File: src/rtl/bp_pkg.sv
// Shared types for the branch tracker: queue depth default, occupancy width
// and the per-branch in-flight record.
package bp_pkg;

  localparam int DEPTH_DEF = 4;
  localparam int OCC_W_DEF = $clog2(DEPTH_DEF) + 1;

  typedef logic [OCC_W_DEF-1:0] occ_t;

  // One in-flight branch; room to add a PC tag alongside the direction.
  typedef struct packed {
    logic dir;
  } inflight_t;

endpackage

File: src/rtl/bp_fifo.sv
// In-order queue of predicted directions; supports push and pop on the same
// edge, and a flush that discards everything at once.
module bp_fifo
  import bp_pkg::*;
#(
  parameter int DEPTH = DEPTH_DEF
) (
  input  logic                  clk,
  input  logic                  rst_n,
  input  logic                  push_i,
  input  inflight_t             push_data_i,
  input  logic                  pop_i,
  input  logic                  flush_i,
  output inflight_t             pop_data_o,
  output logic [$clog2(DEPTH):0] count_o,
  output logic                  full_o,
  output logic                  empty_o
);

  localparam int PTR_W = $clog2(DEPTH);
  localparam logic [PTR_W:0] DEPTH_C = (PTR_W + 1)'(DEPTH);

  inflight_t        mem_q [DEPTH];
  logic [PTR_W-1:0] wr_ptr_q, rd_ptr_q;
  logic [PTR_W:0]   count_q;
  logic             do_push, do_pop;

  assign full_o     = (count_q == DEPTH_C);
  assign empty_o    = (count_q == '0);
  assign count_o    = count_q;
  assign pop_data_o = mem_q[rd_ptr_q];

  // A full queue can still take a push when the head leaves on the same edge.
  assign do_push = push_i & (~full_o | pop_i);
  assign do_pop  = pop_i & ~empty_o;

  // NOTE: the storage array has no reset; only pointers and count say which
  // entries hold live data, so clearing the array would add nothing.
  always_ff @(posedge clk) begin
    if (do_push && !flush_i) begin
      mem_q[wr_ptr_q] <= push_data_i;
    end
  end

  // NOTE: state is updated with non-blocking assignments so every flop sees
  // the pre-edge value of every other flop, regardless of statement order.
  always_ff @(posedge clk) begin
    if (!rst_n || flush_i) begin
      wr_ptr_q <= '0;
      rd_ptr_q <= '0;
      count_q  <= '0;
    end else begin
      if (do_push) wr_ptr_q <= wr_ptr_q + PTR_W'(1);
      if (do_pop)  rd_ptr_q <= rd_ptr_q + PTR_W'(1);
      case ({do_push, do_pop})
        2'b10:   count_q <= count_q + (PTR_W + 1)'(1);
        2'b01:   count_q <= count_q - (PTR_W + 1)'(1);
        default: count_q <= count_q;
      endcase
    end
  end

endmodule

File: src/rtl/branch_tracker.sv
// Glue between fetch/decode and a 2-bit predictor: issues prediction requests,
// tracks in-flight branches in order, trains on resolve and flushes on mispredict.
module branch_tracker
  import bp_pkg::*;
#(
  parameter int DEPTH = DEPTH_DEF,
  parameter int CNT_W = 16
) (
  input  logic                   clk,
  input  logic                   rst_n,
  input  logic                   br_valid,
  output logic                   br_ready,
  output logic                   pred_valid,
  output logic                   pred_dir,
  input  logic                   res_valid,
  input  logic                   res_taken,
  output logic                   mispredict,
  output logic                   request,
  output logic                   result,
  output logic                   taken,
  input  logic                   prediction,
  output logic [$clog2(DEPTH):0] occupancy,
  output logic [CNT_W-1:0]       n_resolved,
  output logic [CNT_W-1:0]       n_mispred,
  output logic                   resolve_err
);

  localparam int OCC_W = $clog2(DEPTH) + 1;
  localparam logic [OCC_W-1:0] FULL_OCC = OCC_W'(DEPTH);
  localparam logic [CNT_W-1:0] CNT_MAX  = '1;

  logic             pending_q, pending_d;
  logic             mispredict_q, mispredict_d;
  logic             resolve_err_q, resolve_err_d;
  logic [CNT_W-1:0] n_resolved_q, n_resolved_d;
  logic [CNT_W-1:0] n_mispred_q, n_mispred_d;

  logic             q_push, q_pop, q_flush, q_full, q_empty;
  logic [OCC_W-1:0] q_count;
  inflight_t        q_head, q_wdata;

  logic in_flight, cmp_dir, res_fire, res_miss, res_hit;

  bp_fifo #(.DEPTH(DEPTH)) u_fifo (
    .clk        (clk),
    .rst_n      (rst_n),
    .push_i     (q_push),
    .push_data_i(q_wdata),
    .pop_i      (q_pop),
    .flush_i    (q_flush),
    .pop_data_o (q_head),
    .count_o    (q_count),
    .full_o     (q_full),
    .empty_o    (q_empty)
  );

  // The pending slot is the youngest branch, still waiting on its prediction.
  assign occupancy = q_count + OCC_W'(pending_q);

  always_comb begin
    // NOTE: every combinational output is assigned on every path before any
    // conditional update, so no latch can be inferred.
    in_flight     = (occupancy != '0);
    cmp_dir       = q_empty ? prediction : q_head.dir;
    res_fire      = res_valid & in_flight;
    res_miss      = res_fire & (cmp_dir != res_taken);
    res_hit       = res_fire & ~res_miss;

    br_ready      = rst_n & (occupancy < FULL_OCC) & ~res_miss;
    request       = br_valid & br_ready;
    result        = rst_n & res_fire;
    taken         = rst_n & res_taken;

    q_wdata       = '{dir: prediction};
    q_flush       = res_miss;
    q_pop         = res_hit & ~q_empty;
    // On a bypass resolve the pending branch is consumed instead of queued.
    q_push        = pending_q & ~res_miss & ~(res_hit & q_empty) & (~q_full | q_pop);

    pending_d     = request;
    mispredict_d  = res_miss;
    resolve_err_d = resolve_err_q | (res_valid & ~in_flight);

    n_resolved_d  = n_resolved_q;
    n_mispred_d   = n_mispred_q;
    if (res_fire && n_resolved_q != CNT_MAX) n_resolved_d = n_resolved_q + CNT_W'(1);
    if (res_miss && n_mispred_q != CNT_MAX)  n_mispred_d  = n_mispred_q + CNT_W'(1);
  end

  always_ff @(posedge clk) begin
    if (!rst_n) begin
      pending_q     <= 1'b0;
      mispredict_q  <= 1'b0;
      resolve_err_q <= 1'b0;
      n_resolved_q  <= '0;
      n_mispred_q   <= '0;
    end else begin
      pending_q     <= pending_d;
      mispredict_q  <= mispredict_d;
      resolve_err_q <= resolve_err_d;
      n_resolved_q  <= n_resolved_d;
      n_mispred_q   <= n_mispred_d;
    end
  end

  assign pred_valid  = pending_q;
  assign pred_dir    = pending_q & prediction;
  assign mispredict  = mispredict_q;
  assign resolve_err = resolve_err_q;
  assign n_resolved  = n_resolved_q;
  assign n_mispred   = n_mispred_q;

endmodule
File: config.mk
export PLATFORM = sky130hd
export DESIGN_NAME = branch_tracker
export DESIGN_NICKNAME = d
export VERILOG_FILES = /design/src/rtl/bp_pkg.sv /design/src/rtl/bp_fifo.sv /design/src/rtl/branch_tracker.sv
export SDC_FILE = /design/constraint.sdc
export NUM_CORES = 1
export LEC_CHECK = 0
export ABC_AREA = 1
export CAP_MARGIN = 20
export CORE_MARGIN = 2
export CORE_UTILIZATION = 53
export DETAILED_ROUTE_END_ITERATION = 8
export PLACE_DENSITY = 0.86
export SETUP_SLACK_MARGIN = 0.02
export SLEW_MARGIN = 40
export SYNTH_ARGS = -nofsm -noshare
export SYNTH_HDL_FRONTEND = slang
export SYNTH_HIERARCHICAL = 1
export SYNTH_SLANG_ARGS = --single-unit
export TNS_END_PERCENT = 20
File: constraint.sdc
create_clock -name clk -period 3 [get_ports clk]
set_input_delay 0.6 -clock clk [delete_from_list [all_inputs] [get_ports clk]]
set_output_delay 0.6 -clock clk [all_outputs]
set_load 0.01 [all_outputs]
==> results of run 1 <==
==> metrics by stage <==
stage	instances	total power [mW]	setup WS, ps	util (%)
floorplan	423	1.00	238	-
global placement	537	1.13	45.8	65.4
detailed placement	537	1.15	39.1	65.4
CTS	544	1.51	55.8	67.2
global route	545	1.61	33.5	67.9
finish	545	1.51	179	67.9
==> Yosys cell counts <==
master / count
clkinv_1: 1
nand4_1: 9
nand2_2: 8
buf_2: 3
a31oi_1: 4
nor2_1: 87
nand2_1: 103
nor2_4: 3
nand2_4: 1
xor2_1: 7
xnor2_1: 2
and2_1: 2
o21ai_2: 5
nor2_2: 12
o21ai_0: 7
buf_6: 5
inv_4: 1
ha_1: 9
inv_1: 46
a21oi_1: 19
inv_2: 2
a32oi_1: 1
clkbuf_1: 1
edfxtp_1: 4
nand3_1: 30
nor3_1: 3
dfxtp_1: 44
o21a_1: 1
fa_1: 1
nand4_2: 1
nand3_2: 1
==> cell families after synthesis <==
family | Yosys count
adders and majority gates | 10
xor gates and xnor gates | 9
and+or+nand+nor | 260
DFF | 48
buffers and inverters | 59
AOI/OAI and AO/OA | 37
==> critical path, cell delays in order, from the launching register on <==
cell	delay, ps
dfxtp_2	340
ha_1	220
ha_4	230
nor2_2	160
nand3_2	110
nand2_4	90
nor2_4	40
nor3_2	150
clkdlybuf4s50_1	570
==> layout make-up <==
type                    count  share of cell area, %
inverters                  50                   5.45
well taps                  70                   2.51
repair buffers             55                   15.2
flip-flops and latches     48                   28.8
clock buffers               6                   2.08
multi-input cells         316                   46.0
==> power breakdown <==
| group | internal, mW | switching [mW] |
|---|---|---|
| clock | 0.156 | 0.206 |
| sequential | 0.690 | 0.0525 |
| combinational | 0.182 | 0.227 |
==> state kept, by name, indices dropped and copies added, names as in the netlist, named ones only <==
name,count
n_mispred,16
n_resolved,16
u_fifo/mem_q,4
u_fifo/count_o,3
u_fifo/rd_ptr_q,2
u_fifo/wr_ptr_q,2
mispredict,1
pred_valid,1
resolve_err,1
==> worst paths after layout <==
kind	startpoint	slack, ps	depth (start not counted)	end
max reg2reg	pred_valid	220	21	u_fifo/count_o[2]
max	pred_valid	180	8	br_ready
min	resolve_err	490	2	resolve_err
min reg2reg	resolve_err	490	2	resolve_err
==> repair_timing <==
item / in CTS / in global routing
resized for setup: 4 / 7
pin swaps: 1 / 1
endpoints found under the hold margin: 0 / 0
setup buffers: 1 / 1
endpoints found under the setup margin: 2 / 3
==> routing by layer <==
metal  track usage [%]  share of wire [%]
met5                 0                  0
met4              6.07               0.76
met3              4.12                4.3
met2              38.7                 49
met1              26.3                 46
==> metrics.txt, run 1 <==
status complete, no violations; CP endpoint kind primary output; vias in the first global route 2526; Synth cell types 31; Chip Height 77.1 um; Yosys top cell by area dfxtp_1; DRT Wirelength 6.34 mm; Nets 492; Tightest Pin Transition 502 ps; aggregate global routing overflow 0; Tightest Hold Check Type reg2reg; CTS tree done; Core ar. 5140 um^2; final max-slew violation count 0; LEAKAGE 1.45 nW; Mapped Area 2830 um^2; Setup Skew 6.48 ps; Min Clock Period, post-route 2820 ps; Critical Path Source Type flop; CTS Sinks 48; Post-Synth Simple-Gate Area 40.2%; Worst-Skew Late Latency 300 ps; H-tree Lvls 2; Die X 77.1 um; Fin. Hold Viols 0; Fin Hold WS 494 ps; routability cong. 0.930; Setup violations, final 0; post-synthesis sequential area ratio 35.3%; Synth Net Count 439; row count 26; largest net degree at the start of global routing 33; initial antenna violation count 0; area grow syn2layout 23.2%; unrepaired setup endpoints after global routing no; Synth Area in Adders 4.68%; IO Pins 49; Post-Synth XOR/XNOR Area 2.78%; FF+latch count, synth 48; Syn Inst Count 423; Final HPWL DP 4.59 mm; vias per cell 5.06; CP arrival 2220 ps; critical-path maximum fanout 4; MaxCap Viol Count 0; diode count 0; peak supply drop 0.000246 V; largest cells by area after synthesis dfxtp_1 31%, nand2_1 14%, nor2_1 12%, inv_1 6.1%, nand3_1 5.3%; sum of negative setup slack 0 ps; pwr/cell area 434 nW/um^2; TritonCTS Buffers 5; first-pass GRT wire length 10.7 mm; die area 5950 um^2; required time worst endpoint 2400 ps; maximum clock frequency 354 MHz; DRC violations left 0; hold_buf cts 0; area share of the largest cell type after synthesis 31.1%; Max clock buf depth 2; Worst-path clk slew 80 ps; multi-input logic area 1600 um^2; most common cell after layout, fill and taps aside nand2_1; layout cells sized above 1 11.6%; Initial DRC Count 179; initial core utilization 55.1%; Reg area 1000 um^2; largest family of logic cells by synthesized area simple AND/OR/NAND/NOR gates; area post-placement 3360 um^2; fillers 479; multiplexer share of the synthesized area 0%; Warnings, synthesis 6; gr usage total 21.6%; Antenna Nets Post-Route 0; Max transition margin 66.4%; IO buf count 48; Avg WL per Cell 11.6 um; final non-filler cell area 3490 um^2; via count 2757; Compound-Gate Fraction of Synth Area 7.60%; First-pass DRT Iterations 4; post-synthesis average cell area 6.70 um^2; critical path class reg2out; most frequent cells in the layout 103 x nand2_1, 86 x nor2_1, 47 x clkdlybuf4s50_1; period utilization 94.0%; root buf cell clkbuf_8
No activity file was read; power rests on OpenSTA's default activity.
==> run 2: changes to the inputs <==
--- a/config.mk
+++ b/config.mk
@@ -9,6 +9,7 @@
 export CAP_MARGIN = 20
 export CORE_MARGIN = 2
 export CORE_UTILIZATION = 53
+export CTS_BUF_LIST = sky130_fd_sc_hd__clkbuf_4 sky130_fd_sc_hd__clkbuf_8 sky130_fd_sc_hd__clkbuf_16
 export DETAILED_ROUTE_END_ITERATION = 8
 export PLACE_DENSITY = 0.86
 export SETUP_SLACK_MARGIN = 0.02
==> metrics.txt, run 2 (synthesis gave the netlist of run 1 again) <==
status complete, no violations (unchanged); vias in the first global route 2512 (was 2526); Final HPWL DP 4.59 mm (unchanged); aggregate global routing overflow 0 (unchanged); Chip Height 77.1 um (unchanged); critical path class reg2out (unchanged); Worst-Skew Late Latency 300 ps (about the same); Core ar. 5140 um^2 (unchanged); Setup Skew 3.81 ps (was 6.48 ps); hold_buf cts 0 (unchanged); peak supply drop 0.000245 V (was 0.000246 V); CTS Sinks 48 (unchanged); row count 26 (unchanged); Avg WL per Cell 11.5 um (was 11.6 um); Flop pwr share 48.9% (was 49.0%); period utilization 94.1% (was 94.0%); final max-slew violation count 0 (unchanged); critical-path maximum fanout 4 (unchanged); Worst-path clk slew 80 ps (about the same); vias per cell 5.06 (about the same); DP Worst Slack 39.1 ps (unchanged); worst r2r src pred_valid (unchanged); setup ws final 177 ps (was 179 ps); IO Pins 49 (unchanged); Clock Power Share 24.2% (was 23.9%); worst setup path endpoint br_ready (unchanged); Tightest Hold Check Type reg2reg (unchanged); Hold Crit Start resolve_err (unchanged); DRC violations left 0 (unchanged); Sw Ratio 31.7% (was 32.1%); area grow syn2layout 23.3% (was 23.2%); Fin Hold WS 496 ps (was 494 ps); combinational power share 26.9% (was 27.0%); Reg area 1000 um^2 (unchanged); Max clock buf depth 2 (unchanged); layout cells sized above 1 11.8% (was 11.6%); DRT Wirelength 6.29 mm (was 6.34 mm); CTS tree done (unchanged); Min Clock Period, post-route 2820 ps (about the same); net load switching power 482 uW (was 486 uW); initial antenna violation count 0 (unchanged); most common cell after layout, fill and taps aside nand2_1 (unchanged); CP endpoint kind primary output (unchanged); gr usage total 21.5% (was 21.6%); Antenna Nets Post-Route 0 (unchanged); Tightest Pin Transition 514 ps (was 502 ps); unrepaired setup endpoints after global routing no (unchanged); MaxCap Viol Count 0 (unchanged); Critical Path Source Type flop (unchanged); Critical R2R Capture u_fifo/count_o[2] (unchanged); First-pass DRT Iterations 4 (unchanged); multi-input logic area 1600 um^2 (unchanged); largest net degree at the start of global routing 33 (unchanged); initial core utilization 55.1% (unchanged); LEAKAGE 1.45 nW (about the same); Nets 492 (unchanged); Initial DRC Count 163 (was 179); r2r setup slk 230 ps (was 220 ps); fillers 481 (was 479); die area 5950 um^2 (unchanged); CP Launch Point pred_valid (unchanged); FF-to-FF path depth 21 (unchanged); diode count 0 (unchanged); CP arrival 2220 ps (about the same); pwr/cell area 435 nW/um^2 (was 434 nW/um^2); root buf cell clkbuf_8 (unchanged); required time worst endpoint 2400 ps (about the same); via count 2756 (was 2757); IO buf count 48 (unchanged); Max transition margin 65.6% (was 66.4%); maximum clock frequency 354 MHz (about the same); P_int 1.04 mW (was 1.03 mW); most frequent cells in the layout 103 x nand2_1, 86 x nor2_1, 47 x clkdlybuf4s50_1 (unchanged); routability cong. 0.930 (unchanged); Die X 77.1 um (unchanged); TritonCTS Buffers 5 (unchanged); Setup violations, final 0 (unchanged); Fin. Hold Viols 0 (unchanged); sum of negative setup slack 0 ps (unchanged); H-tree Lvls 2 (unchanged); first-pass GRT wire length 10.6 mm (was 10.7 mm)
[run 2: cell types whose count changed in the layout (fill, tap and decap cells not counted)]
cell,change
clkbuf_1,-1
clkbuf_4,+1
[run 2: area by class of cell]
cell class,instances,share of cell area (%)
multi-input cells,316,45.9
flip-flops and latches,48,28.7
clock buffers,6,2.18
repair buffers,55,15.2
inverters,50,5.44
well taps,70,2.51
[run 2: worst max-delay path: stages (launching register included)]
cell	delay, ps
dfxtp_2	340
ha_1	220
ha_4	230
nor2_2	170
nand3_2	110
nand2_4	90
nor2_4	40
nor3_2	150
clkdlybuf4s50_1	570
[run 2: how the worst min path moves through the flow]
stage	end	cells past startpoint	slack, ps
global route	resolve_err	2	530
global placement	resolve_err	2	450
finish	resolve_err	2	500
CTS	resolve_err	2	470
detailed placement	resolve_err	2	440
floorplan	flop	2	460
[run 2: routing by layer]
layer / vias up / track usage, % / wire, um
met5: - / 0 / 0
met4: 0 / 6.07 / 59
met3: 7 / 4.12 / 264
met2: 63 / 38.4 / 3030
met1: 1247 / 26.2 / 2930
li1: 1439 / - / -
[run 2: power groups by stage]
stage / clock (mW) / combinational (mW) / sequential [mW]
finish: 0.368 / 0.409 / 0.743
global route: 0.412 / 0.455 / 0.750
CTS: 0.379 / 0.402 / 0.741
detailed placement: 0 / 0.391 / 0.755
global placement: 0 / 0.379 / 0.754
floorplan: 0 / 0.243 / 0.760
[run 2: repair_timing]
item                                    CTS  global route
pin swaps                                 1             1
hold endpoints to repair                  0             0
endpoints found under the setup margin    2             3
setup buffers                             1             1
gates resized for setup                   4             7
[run 2: stage by stage]
| step | cells | utilization (%) | power (mW) | instance area [um^2] |
|---|---|---|---|---|
| after floorplan | 423 | - | 1.00 | 2830 |
| after CTS | 544 | 67.3 | 1.52 | 3460 |
| final | 545 | 68.0 | 1.52 | 3490 |
| after detailed placement | 537 | 65.4 | 1.15 | 3360 |
| after global routing | 545 | 68.0 | 1.62 | 3490 |
| after global placement | 537 | 65.4 | 1.13 | 3360 |
